--- src/rtl/gc_loader_defines.vh ---
// Shared encodings for the Global Controller configuration loader:
// FSM state codes, ack-select codes and the number of configurable components.
`ifndef GC_LOADER_DEFINES_VH
`define GC_LOADER_DEFINES_VH

`define GC_ST_IDLE     3'd0
`define GC_ST_ISSUE    3'd1
`define GC_ST_WAIT_ACK 3'd2
`define GC_ST_DONE     3'd3
`define GC_ST_ERROR    3'd4

`define SEL_IDLE       3'd0
`define SEL_CLKGEN     3'd1
`define SEL_INIT       3'd2
`define SEL_STRIDE     3'd3
`define SEL_MINMAX     3'd4
`define SEL_CTRL       3'd5
`define SEL_REINIT     3'd6

`define GC_NUM_COMP    6

`endif

--- src/rtl/gc_conf_loader_fsm_pkg.sv ---
// Types and helpers shared by the configuration loader FSM and its interface.
package gc_conf_loader_fsm_pkg;
`include "gc_loader_defines.vh"

    localparam int NUM_COMP = `GC_NUM_COMP;

    typedef enum logic [2:0] {
        ST_IDLE     = `GC_ST_IDLE,
        ST_ISSUE    = `GC_ST_ISSUE,
        ST_WAIT_ACK = `GC_ST_WAIT_ACK,
        ST_DONE     = `GC_ST_DONE,
        ST_ERROR    = `GC_ST_ERROR
    } state_e;

    // Result of a set-bit search over the component mask.
    typedef struct packed {
        logic       found;
        logic [2:0] idx;
    } pick_t;

    function automatic logic [2:0] sel_code(input logic [2:0] idx);
        return idx + 3'd1;
    endfunction

    function automatic logic [5:0] onehot(input logic [2:0] idx);
        return 6'd1 << idx;
    endfunction
endpackage

--- src/rtl/gc_conf_loader_fsm_if.sv ---
// Control/status bundle between the Global Controller and the configuration loader.
// start/abort are level requests sampled at each edge; conf_start[i] is a one-cycle
// pulse to component i+1, which answers by raising conf_ack_in[i] in a later cycle.
interface gc_conf_loader_fsm_if;
    logic       start;
    logic       abort;
    logic [5:0] comp_mask;
    logic [5:0] conf_ack_in;
    logic [2:0] sel;
    logic [5:0] conf_start;
    logic       busy;
    logic       done;
    logic       error;
    logic [2:0] err_comp;
    logic [2:0] dbg_state;

    modport master (
        output start, abort, comp_mask, conf_ack_in,
        input  sel, conf_start, busy, done, error, err_comp, dbg_state
    );

    modport slave (
        input  start, abort, comp_mask, conf_ack_in,
        output sel, conf_start, busy, done, error, err_comp, dbg_state
    );
endinterface

--- src/rtl/mux_conf_ack_select.sv ---
// Selects the acknowledge of the component addressed by the 3-bit ack-select code.
`include "gc_loader_defines.vh"

module mux_conf_ack_select (
    input  logic       in1,
    input  logic       in2,
    input  logic       in3,
    input  logic       in4,
    input  logic       in5,
    input  logic       in6,
    input  logic [2:0] sel,
    output logic       out
);
    always_comb begin
        out = 1'b0;
        case (sel)
            `SEL_CLKGEN: out = in1;
            `SEL_INIT:   out = in2;
            `SEL_STRIDE: out = in3;
            `SEL_MINMAX: out = in4;
            `SEL_CTRL:   out = in5;
            `SEL_REINIT: out = in6;
            default:     out = 1'b0;
        endcase
    end
endmodule

--- src/rtl/gc_conf_loader_fsm.sv ---
// Walks the latched component mask in ascending order, pulsing each component's
// start and waiting (with an optional timeout) for its selected acknowledge.
`include "gc_loader_defines.vh"

module gc_conf_loader_fsm
    import gc_conf_loader_fsm_pkg::*;
#(
    parameter int TIMEOUT_CYCLES = 256,
    parameter int TIMER_WIDTH    = 9
) (
    input logic                 clk,
    input logic                 rst_n,
    gc_conf_loader_fsm_if.slave bus
);
    localparam bit TMO_EN = (TIMEOUT_CYCLES != 0);
    localparam logic [TIMER_WIDTH-1:0] TMO_LAST =
        TIMER_WIDTH'((TIMEOUT_CYCLES > 0) ? TIMEOUT_CYCLES - 1 : 0);

    state_e                 state;
    logic [2:0]             idx;
    logic [5:0]             mask;
    logic [TIMER_WIDTH-1:0] timer;
    logic                   ack_sel;
    pick_t                  first_pick;
    pick_t                  next_pick;

    // Lowest set bit of m at position lo or above.
    function automatic pick_t find_set(input logic [5:0] m, input int lo);
        pick_t p;
        p = '0;
        for (int i = NUM_COMP - 1; i >= 0; i--) begin
            if (m[i] && i >= lo) begin
                p.found = 1'b1;
                p.idx   = 3'(i);
            end
        end
        return p;
    endfunction

    assign first_pick    = find_set(bus.comp_mask, 0);
    assign next_pick     = find_set(mask, int'(idx) + 1);
    assign bus.dbg_state = state;

    mux_conf_ack_select u_ack_mux (
        .in1 (bus.conf_ack_in[0]),
        .in2 (bus.conf_ack_in[1]),
        .in3 (bus.conf_ack_in[2]),
        .in4 (bus.conf_ack_in[3]),
        .in5 (bus.conf_ack_in[4]),
        .in6 (bus.conf_ack_in[5]),
        .sel (bus.sel),
        .out (ack_sel)
    );

    always_ff @(posedge clk) begin
        if (!rst_n || bus.abort) begin
            state          <= ST_IDLE;
            idx            <= '0;
            mask           <= '0;
            timer          <= '0;
            bus.sel        <= `SEL_IDLE;
            bus.conf_start <= '0;
            bus.busy       <= 1'b0;
            bus.done       <= 1'b0;
            bus.error      <= 1'b0;
            bus.err_comp   <= `SEL_IDLE;
        end else begin
            bus.conf_start <= '0;
            bus.done       <= 1'b0;
            case (state)
                ST_IDLE, ST_ERROR: begin
                    if (bus.start) begin
                        bus.error    <= 1'b0;
                        bus.err_comp <= `SEL_IDLE;
                        if (first_pick.found) begin
                            mask           <= bus.comp_mask;
                            idx            <= first_pick.idx;
                            state          <= ST_ISSUE;
                            bus.sel        <= sel_code(first_pick.idx);
                            bus.conf_start <= onehot(first_pick.idx);
                            bus.busy       <= 1'b1;
                        end else begin
                            state    <= ST_DONE;
                            bus.done <= 1'b1;
                        end
                    end
                end
                // Acks arriving during the start pulse are deliberately not looked at.
                ST_ISSUE: begin
                    state <= ST_WAIT_ACK;
                    timer <= '0;
                end
                ST_WAIT_ACK: begin
                    if (ack_sel) begin
                        if (next_pick.found) begin
                            idx            <= next_pick.idx;
                            state          <= ST_ISSUE;
                            bus.sel        <= sel_code(next_pick.idx);
                            bus.conf_start <= onehot(next_pick.idx);
                        end else begin
                            state    <= ST_DONE;
                            bus.done <= 1'b1;
                            bus.sel  <= `SEL_IDLE;
                            bus.busy <= 1'b0;
                        end
                    end else if (TMO_EN && timer == TMO_LAST) begin
                        state        <= ST_ERROR;
                        bus.error    <= 1'b1;
                        bus.err_comp <= sel_code(idx);
                        bus.sel      <= `SEL_IDLE;
                        bus.busy     <= 1'b0;
                    end else begin
                        timer <= timer + TIMER_WIDTH'(1);
                    end
                end
                ST_DONE: state <= ST_IDLE;
                default: state <= ST_IDLE;
            endcase
        end
    end
endmodule

--- src/flat_wrapper.sv ---
// flat-port wrapper written by rule: the top's interface ports become plain ports
module gc_conf_loader_fsm_flat import gc_conf_loader_fsm_pkg::*;
#(
    parameter int TIMEOUT_CYCLES = 256,
    parameter int TIMER_WIDTH    = 9
)
  (clk, rst_n, bus_start, bus_abort, bus_comp_mask, bus_conf_ack_in, bus_sel, bus_conf_start, bus_busy, bus_done, bus_error, bus_err_comp, bus_dbg_state);
  gc_conf_loader_fsm_if bus_i ();
  input logic clk;
  input logic rst_n;
  input wire logic [$bits(bus_i.start)-1:0] bus_start;
  input wire logic [$bits(bus_i.abort)-1:0] bus_abort;
  input wire logic [$bits(bus_i.comp_mask)-1:0] bus_comp_mask;
  input wire logic [$bits(bus_i.conf_ack_in)-1:0] bus_conf_ack_in;
  output wire logic [$bits(bus_i.sel)-1:0] bus_sel;
  output wire logic [$bits(bus_i.conf_start)-1:0] bus_conf_start;
  output wire logic [$bits(bus_i.busy)-1:0] bus_busy;
  output wire logic [$bits(bus_i.done)-1:0] bus_done;
  output wire logic [$bits(bus_i.error)-1:0] bus_error;
  output wire logic [$bits(bus_i.err_comp)-1:0] bus_err_comp;
  output wire logic [$bits(bus_i.dbg_state)-1:0] bus_dbg_state;
  assign bus_i.start = bus_start;
  assign bus_i.abort = bus_abort;
  assign bus_i.comp_mask = bus_comp_mask;
  assign bus_i.conf_ack_in = bus_conf_ack_in;
  assign bus_sel = bus_i.sel;
  assign bus_conf_start = bus_i.conf_start;
  assign bus_busy = bus_i.busy;
  assign bus_done = bus_i.done;
  assign bus_error = bus_i.error;
  assign bus_err_comp = bus_i.err_comp;
  assign bus_dbg_state = bus_i.dbg_state;
  gc_conf_loader_fsm #(.TIMEOUT_CYCLES(TIMEOUT_CYCLES), .TIMER_WIDTH(TIMER_WIDTH)) u_core (.clk(clk), .rst_n(rst_n), .bus(bus_i));
endmodule
--- config.mk ---
export PLATFORM = sky130hd
export DESIGN_NAME = gc_conf_loader_fsm_flat
export DESIGN_NICKNAME = d
export VERILOG_FILES = /design/src/rtl/gc_conf_loader_fsm_pkg.sv /design/src/rtl/gc_conf_loader_fsm_if.sv /design/src/rtl/mux_conf_ack_select.sv /design/src/rtl/gc_conf_loader_fsm.sv /design/src/flat_wrapper.sv
export VERILOG_INCLUDE_DIRS = /design/src /design/src/rtl
export SDC_FILE = /design/constraint.sdc
export NUM_CORES = 1
export LEC_CHECK = 0
export ABC_AREA = 1
export CORE_UTILIZATION = 25
export DETAILED_ROUTE_END_ITERATION = 10
export GPL_ROUTABILITY_DRIVEN = 1
export HOLD_SLACK_MARGIN = 0.02
export MAX_ROUTING_LAYER = met4
export PLACE_DENSITY_LB_ADDON = 0.3
export RECOVER_POWER = 25
export SKIP_CTS_REPAIR_TIMING = 1
export SYNTH_ARGS = -nofsm -noshare
export SYNTH_HDL_FRONTEND = slang
export SYNTH_SLANG_ARGS = --single-unit
--- constraint.sdc ---
create_clock -name clk -period 6 [get_ports clk]
set_clock_uncertainty 0.15 [all_clocks]
set_input_delay 1.5 -clock clk [delete_from_list [all_inputs] [get_ports clk]]
set_output_delay 1.5 -clock clk [all_outputs]
set_load 0.02 [all_outputs]
==> implementation parameters, run 1 <==
Parameter                              Value

Floorplanning
  Floorplan Core Area    8180 sq um
  Die Area    8800 sq um
  Effective utilization at floorplan    25.8%
  Width of the die    93.8 microns
  Die Ht    93.8 microns
  # rows    33
  I/O pin count    34

Synthesis
  Mapped cell area    2110 sq um
  Yosys synthesis warning count    0
  Syn Area/Cell    6.67 sq um
  Most common cell in the netlist    sky130_fd_sc_hd__nand2_1
  Number of enable flip-flop cells after synthesis    0
  Register area share after synthesis    34.2%
  Area share of the largest cell type after synthesis    34.2%
  List of most frequent post-synthesis cells    sky130_fd_sc_hd__nand2_1 (74), sky130_fd_sc_hd__inv_1 (45), sky130_fd_sc_hd__dfxtp_1 (36)
  Top cells by area in the synthesized netlist    sky130_fd_sc_hd__dfxtp_1 (34%), sky130_fd_sc_hd__nand2_1 (13%), sky130_fd_sc_hd__ha_1 (8.9%)
  Register bit count reported by yosys    36
  Post-synthesis cell type count    31
  Cell count after synthesis    316
  Primary FF master, synth    sky130_fd_sc_hd__dfxtp_1
  FFs w/ async S/R, synth    0%
  Top cell type by total area after synthesis    sky130_fd_sc_hd__dfxtp_1
  Post-Syn Nets    347

Timing
  Max transition margin    59.8%
  Number of max-slew violations in the final report    0
  TNS Setup    0 ns
  Final clock period utilization by the worst path    53.3%
  Worst slew pin tran    0.596 ns
  Unrepaired setup endpoints after global routing    no
  Max Clock Freq    0.313 GHz
  Setup violations, final    0
  Final min period    3.20 ns
  Hold violation count in the final report    0

Drt
  Number of vias in the routed layout    2,008
  Residual antenna-violating net count after detailed routing    0
  Post-detailed-route via-to-cell ratio    4.37
  Count of routing violations after the opening detailed-route iteration    56
  DRC violations left    0
  Total detailed-routing wirelength    5040 microns
  Pre-antenna DRT Iters    4
  Wire length per cell after detailed routing    11.0 microns

Global routing
  Vias in the first global route    1,893
  Maximum number of pins on one net before global-route repair    19
  Number of antenna violations at the first check in global routing    0
  Gr usage total    12.8%
  Congestion Overflow GR    0
  Global-route wire length before repair    8560 microns

Placement
  Post-placement cell count    451
  Total cell area at the placement stage    2550 sq um
  Routability-driven placement congestion ratio    0.825
  Count of port buffers added during placement    33
  Detailed-placement wirelength estimate    3940 microns

CTS
  CTS Buffer Depth    2
  Clk Latency, worst-skew pair    0.29 ns
  CTS buffer count    5
  H-Tree Depth    2
  TritonCTS Sinks    36
  Clock transition at the registers of the reported paths    0.08 ns
  CTS tree    yes
  Root Driver    sky130_fd_sc_hd__clkbuf_8

Critical path
  Series of cell instances along the critical path    clkdlybuf4s50_1, inv_1, o21ai_0, nand2_1, a21oi_1, ha_1, ha_1, o21ai_0, o21a_1
  Worst EP required    6.09 ns
  Worst r2r dst    u_core.bus.sel[2]
  Worst reg-to-reg path cell count    14
  Category of the worst setup path capture point    flip-flop
  Reg-to-reg startpoint    u_core.idx[1]
  Slowest cell delay on critical path    0.47 ns
  Endpoint arrival time on the critical path    3.29 ns
  Biggest fanout along the worst timing path    4
  Worst setup slack for register-to-register paths    3.51 ns
  Kind of start point of the critical path    input port
  Kind of critical path    input port to flip-flop
  Cell with the largest stage delay on the worst path    sky130_fd_sc_hd__clkdlybuf4s50_1

Flow run
  Number of max-capacitance violations reported    0

Final layout
  Antenna cell count    0
  Total number of nets in the final design    384
  Final design area excluding fillers    2640 sq um
  Share of layout cells above drive strength 1    6.21%
  Area added between synthesis and finish    25.4%
  Final non-filler cell total    459

Power and ir drop
  Worst IR drop on VDD    0.0775 mV
  Power density over the cells    201 nW/um^2
  Cell leakage power    1.16 nW

Outcome
  Run status    completed

Min path
  Path class of the lowest-slack min-delay path    flip-flop to flip-flop
  Worst Min Path Start    u_core.bus.err_comp[2]
  Depth of the worst hold-timing path    2
  Worst Hold Endpoint    u_core.bus.err_comp[2]
[kinds of logic (layout without fill, tap and decap cells)]
family                   Yosys count  after routing  synth area share (%)
XOR/XNOR                           3              3                  1.25
AND/OR/NAND/NOR                  151            151                  31.1
AO/OA/AOI/OAI                     56             56                  14.3
flip-flops                        36             36                  34.2
adder cells (fa/ha/maj)           15             15                  8.90
buffers and inverters             55             93                  10.3
[worst max-delay path: cells and delay by family]
family	cells	cell delay, ns
buf+inv	2	0.52
fa+ha+maj	2	0.44
compound gates	4	0.75
simple gates	1	0.07
[stage by stage]
stage	power (mW)	setup WS, ns	hold slack, ns	utilization, %
after floorplan	0.321	3.17	0.286	-
after global placement	0.354	2.50	0.303	31.2
after detailed placement	0.354	2.48	0.302	31.2
after CTS	0.536	2.78	0.314	32.3
after global routing	0.560	2.62	0.332	32.3
final	0.531	2.80	0.308	32.3
[state kept, by name (all words and copies together), names as in the netlist]
| register | count |
|---|---|
| u_core.timer | 9 |
| u_core.bus.err_comp | 3 |
| u_core.bus.sel | 3 |
| u_core.mask | 6 |
| u_core.bus.done | 1 |
| u_core.idx | 3 |
| u_core.bus.dbg_state | 3 |
| u_core.bus.busy | 1 |
| u_core.bus.conf_start | 6 |
| u_core.bus.error | 1 |
[per-layer routing]
layer	vias to the layer above	share of wire, %	wire, microns	track usage (%)
met5	-	0	0	-
met3	6	3.6	182	2.83
li1	1083	-	-	-
met4	0	1.3	66	3.85
met1	882	50	2500	15.6
met2	37	45	2290	21.1
[cells in the final DEF, fill, tap and decap left out, types with 3 or more instances in the layout]
cell,synthesis,layout
sky130_fd_sc_hd__clkdlybuf4s50_1,0,21
sky130_fd_sc_hd__nand2_1,74,74
sky130_fd_sc_hd__clkbuf_8,0,6
sky130_fd_sc_hd__dfxtp_1,36,36
sky130_fd_sc_hd__dlygate4sd3_1,0,12
sky130_fd_sc_hd__a21oi_1,30,30
sky130_fd_sc_hd__ha_1,15,15
sky130_fd_sc_hd__inv_2,3,3
sky130_fd_sc_hd__nor2_1,34,34
sky130_fd_sc_hd__inv_1,45,45
sky130_fd_sc_hd__nand3_1,28,28
sky130_fd_sc_hd__o21ai_0,18,18
[power by group]
group	internal [mW]	switching (mW)	total, mW
registers	0.246	0.00607	0.252
logic	0.0357	0.0606	0.0962
clock network	0.0938	0.0889	0.183
[cell type report]
class / instances / area, sq um
clock buffers: 8 / 90.1
well taps: 105 / 131
repair buffers: 34 / 338
flip-flops and latches: 36 / 721
inverters: 51 / 193
multi-input cells: 225 / 1170
fillers: 914 / 5530
[worst max-delay path by stage]
stage / from / end / slack, ns / cells past startpoint
global placement: bus_comp_mask[5] / u_core.bus.sel[2] / 2.50 / 9
floorplan: bus_comp_mask[3] / u_core.bus.sel[2] / 3.17 / 8
global route: bus_comp_mask[5] / u_core.bus.sel[2] / 2.62 / 9
detailed placement: bus_comp_mask[5] / u_core.bus.sel[2] / 2.48 / 9
finish: bus_comp_mask[5] / u_core.bus.sel[2] / 2.80 / 9
CTS: bus_comp_mask[5] / u_core.bus.sel[2] / 2.78 / 9
Note: power is estimated with default switching activity, not from simulation.
==> run 2, diff against run 1 <==
==> constraint.sdc (replaced) <==
create_clock -name clk -period 3.25 [get_ports clk]
set_clock_uncertainty 0.15 [all_clocks]
set_input_delay 0.8125 -clock clk [delete_from_list [all_inputs] [get_ports clk]]
set_output_delay 0.8125 -clock clk [all_outputs]
set_load 0.02 [all_outputs]
==> implementation parameters, run 2 (synthesis gave the netlist of run 1 again) <==
Parameter                              Value

Global routing
  Maximum number of pins on one net before global-route repair    19
  Vias in the first global route    1,858
  Gr usage total    12.9%
  Congestion Overflow GR    0
  Global-route wire length before repair    8530 microns
  Number of antenna violations at the first check in global routing    0

Power and ir drop
  Power density over the cells    371 nW/um^2
  Cell leakage power    1.16 nW
  Worst IR drop on VDD    0.152 mV

Final layout
  Largest registers in the final layout    u_core.timer x9, u_core.bus.conf_start x6, u_core.mask x6
  Share of layout cells above drive strength 1    7.04%
  Number of filler instances in the final layout    917
  Leading cell type in the layout, fill and taps excluded    sky130_fd_sc_hd__nand2_1
  Most frequent cells in the layout    sky130_fd_sc_hd__nand2_1 (74), sky130_fd_sc_hd__inv_1 (45), sky130_fd_sc_hd__dfxtp_1 (36)
  Register bank with the most flops    u_core.timer
  Total number of nets in the final design    385
  Final non-filler cell total    460
  Max reg flops    9
  Antenna cell count    0
  Area added between synthesis and finish    26.1%
  Final design area excluding fillers    2660 sq um

Drt
  Total detailed-routing wirelength    5030 microns
  Residual antenna-violating net count after detailed routing    0
  Pre-antenna DRT Iters    4
  Number of vias in the routed layout    2,026
  DRC violations left    0
  Post-detailed-route via-to-cell ratio    4.40
  Count of routing violations after the opening detailed-route iteration    85
  Wire length per cell after detailed routing    10.9 microns

Min path
  Worst Hold Endpoint    u_core.bus.err_comp[2]
  Depth of the worst hold-timing path    2
  Worst Min Path Start    u_core.bus.err_comp[2]
  Path class of the lowest-slack min-delay path    flip-flop to flip-flop

Timing
  Max transition margin    61.3%
  Max Clock Freq    0.394 GHz
  Final clock period utilization by the worst path    78.1%
  Final min period    2.54 ns
  Worst slew pin tran    0.575 ns
  Number of max-slew violations in the final report    0
  Unrepaired setup endpoints after global routing    no
  TNS Setup    0 ns
  Hold violation count in the final report    0
  Setup violations, final    0

CTS
  CTS Buffer Depth    2
  Root Driver    sky130_fd_sc_hd__clkbuf_8
  CTS tree    yes
  Clk Latency, worst-skew pair    0.30 ns
  H-Tree Depth    2
  CTS buffer count    5
  Clock transition at the registers of the reported paths    0.08 ns
  TritonCTS Sinks    36

Critical path
  Worst r2r dst    u_core.bus.sel[2]
  Biggest fanout along the worst timing path    4
  Worst setup slack for register-to-register paths    0.73 ns
  Category of the worst setup path capture point    flip-flop
  Kind of critical path    input port to flip-flop
  Reg-to-reg startpoint    u_core.idx[1]
  Worst reg-to-reg path cell count    14
  Endpoint arrival time on the critical path    2.64 ns
  Worst EP required    3.35 ns
  Kind of start point of the critical path    input port

Flow run
  Number of max-capacitance violations reported    0

Placement
  Total cell area at the placement stage    2560 sq um
  Post-placement cell count    452
  Routability-driven placement congestion ratio    0.829
  Detailed-placement wirelength estimate    3960 microns
  Count of port buffers added during placement    33

Outcome
  Run status    completed

Floorplanning
  Die Ht    93.8 microns
  # rows    33
  Width of the die    93.8 microns
  Floorplan Core Area    8180 sq um
  I/O pin count    34
  Die Area    8800 sq um
  Effective utilization at floorplan    25.8%
[run 2: changes by cell type in the layout (fill, tap and decap cells not counted), sizes merged]
cell / before / now
clkbuf: 8 / 6
clkinvlp: 0 / 2
buf: 1 / 2
clkdlybuf4s50: 21 / 20
dlygate4sd3: 12 / 13
[run 2: final cells by class]
cell class | instances | area (sq um) | share of cell area (%)
Multi-Input combinational cell | 225 | 1170 | 44.0
Sequential cell | 36 | 721 | 27.1
Timing Repair Buffer | 35 | 345 | 13.0
Inverter | 51 | 193 | 7.25
Tap cell | 105 | 131 | 4.94
Clock buffer | 6 | 82.6 | 3.11
Clock inverter | 2 | 15.0 | 0.565
[run 2: critical path, cell delays in order]
cell                              delay (ns)
sky130_fd_sc_hd__clkdlybuf4s50_1        0.48
sky130_fd_sc_hd__inv_1                  0.05
sky130_fd_sc_hd__o21ai_0                0.15
sky130_fd_sc_hd__nand2_1                0.07
sky130_fd_sc_hd__a21oi_1                0.33
sky130_fd_sc_hd__ha_1                   0.23
sky130_fd_sc_hd__ha_1                   0.23
sky130_fd_sc_hd__o21ai_0                0.16
sky130_fd_sc_hd__o21a_1                 0.12
[run 2: metal layers]
metal / routed length [microns] / track usage, % / up-vias
met5: 0 / - / -
met2: 2300 / 20.1 / 35
met4: 107 / 5.38 / 0
met1: 2440 / 16.2 / 901
li1: - / - / 1081
met3: 184 / 2.51 / 9
[run 2: worst max path at each step]
| stage | from | endpoint | slack, ns | depth (start not counted) |
|---|---|---|---|---|
| after detailed placement | bus_comp_mask[5] | u_core.bus.sel[2] | 0.38 | 9 |
| after CTS | bus_comp_mask[5] | u_core.bus.sel[2] | 0.69 | 9 |
| after floorplan | u_core.idx[0] | u_core.bus.sel[2] | 1.05 | 14 |
| after global routing | bus_comp_mask[5] | u_core.bus.sel[2] | 0.52 | 9 |
| after global placement | bus_comp_mask[5] | u_core.bus.sel[2] | 0.43 | 9 |
| final | bus_comp_mask[5] | u_core.bus.sel[2] | 0.71 | 9 |
[run 2: where the power goes]
| group | leakage, nW | internal (mW) | switching (mW) | total (mW) |
|---|---|---|---|---|
| sequential | 0.292 | 0.453 | 0.0113 | 0.465 |
| combinational | 0.827 | 0.0672 | 0.113 | 0.181 |
| clock | 0.0434 | 0.172 | 0.169 | 0.340 |
| total | 1.16 | 0.692 | 0.293 | 0.986 |
[run 2: per-stage QoR]
step | worst slack, ns | utilization (%) | hold slack [ns] | total power [mW]
after floorplan | 1.05 | - | 0.286 | 0.592
after global placement | 0.432 | 31.3 | 0.301 | 0.655
after detailed placement | 0.380 | 31.3 | 0.305 | 0.657
after CTS | 0.688 | 32.5 | 0.316 | 1.00
after global routing | 0.518 | 32.5 | 0.324 | 1.04
final | 0.713 | 32.5 | 0.308 | 0.986
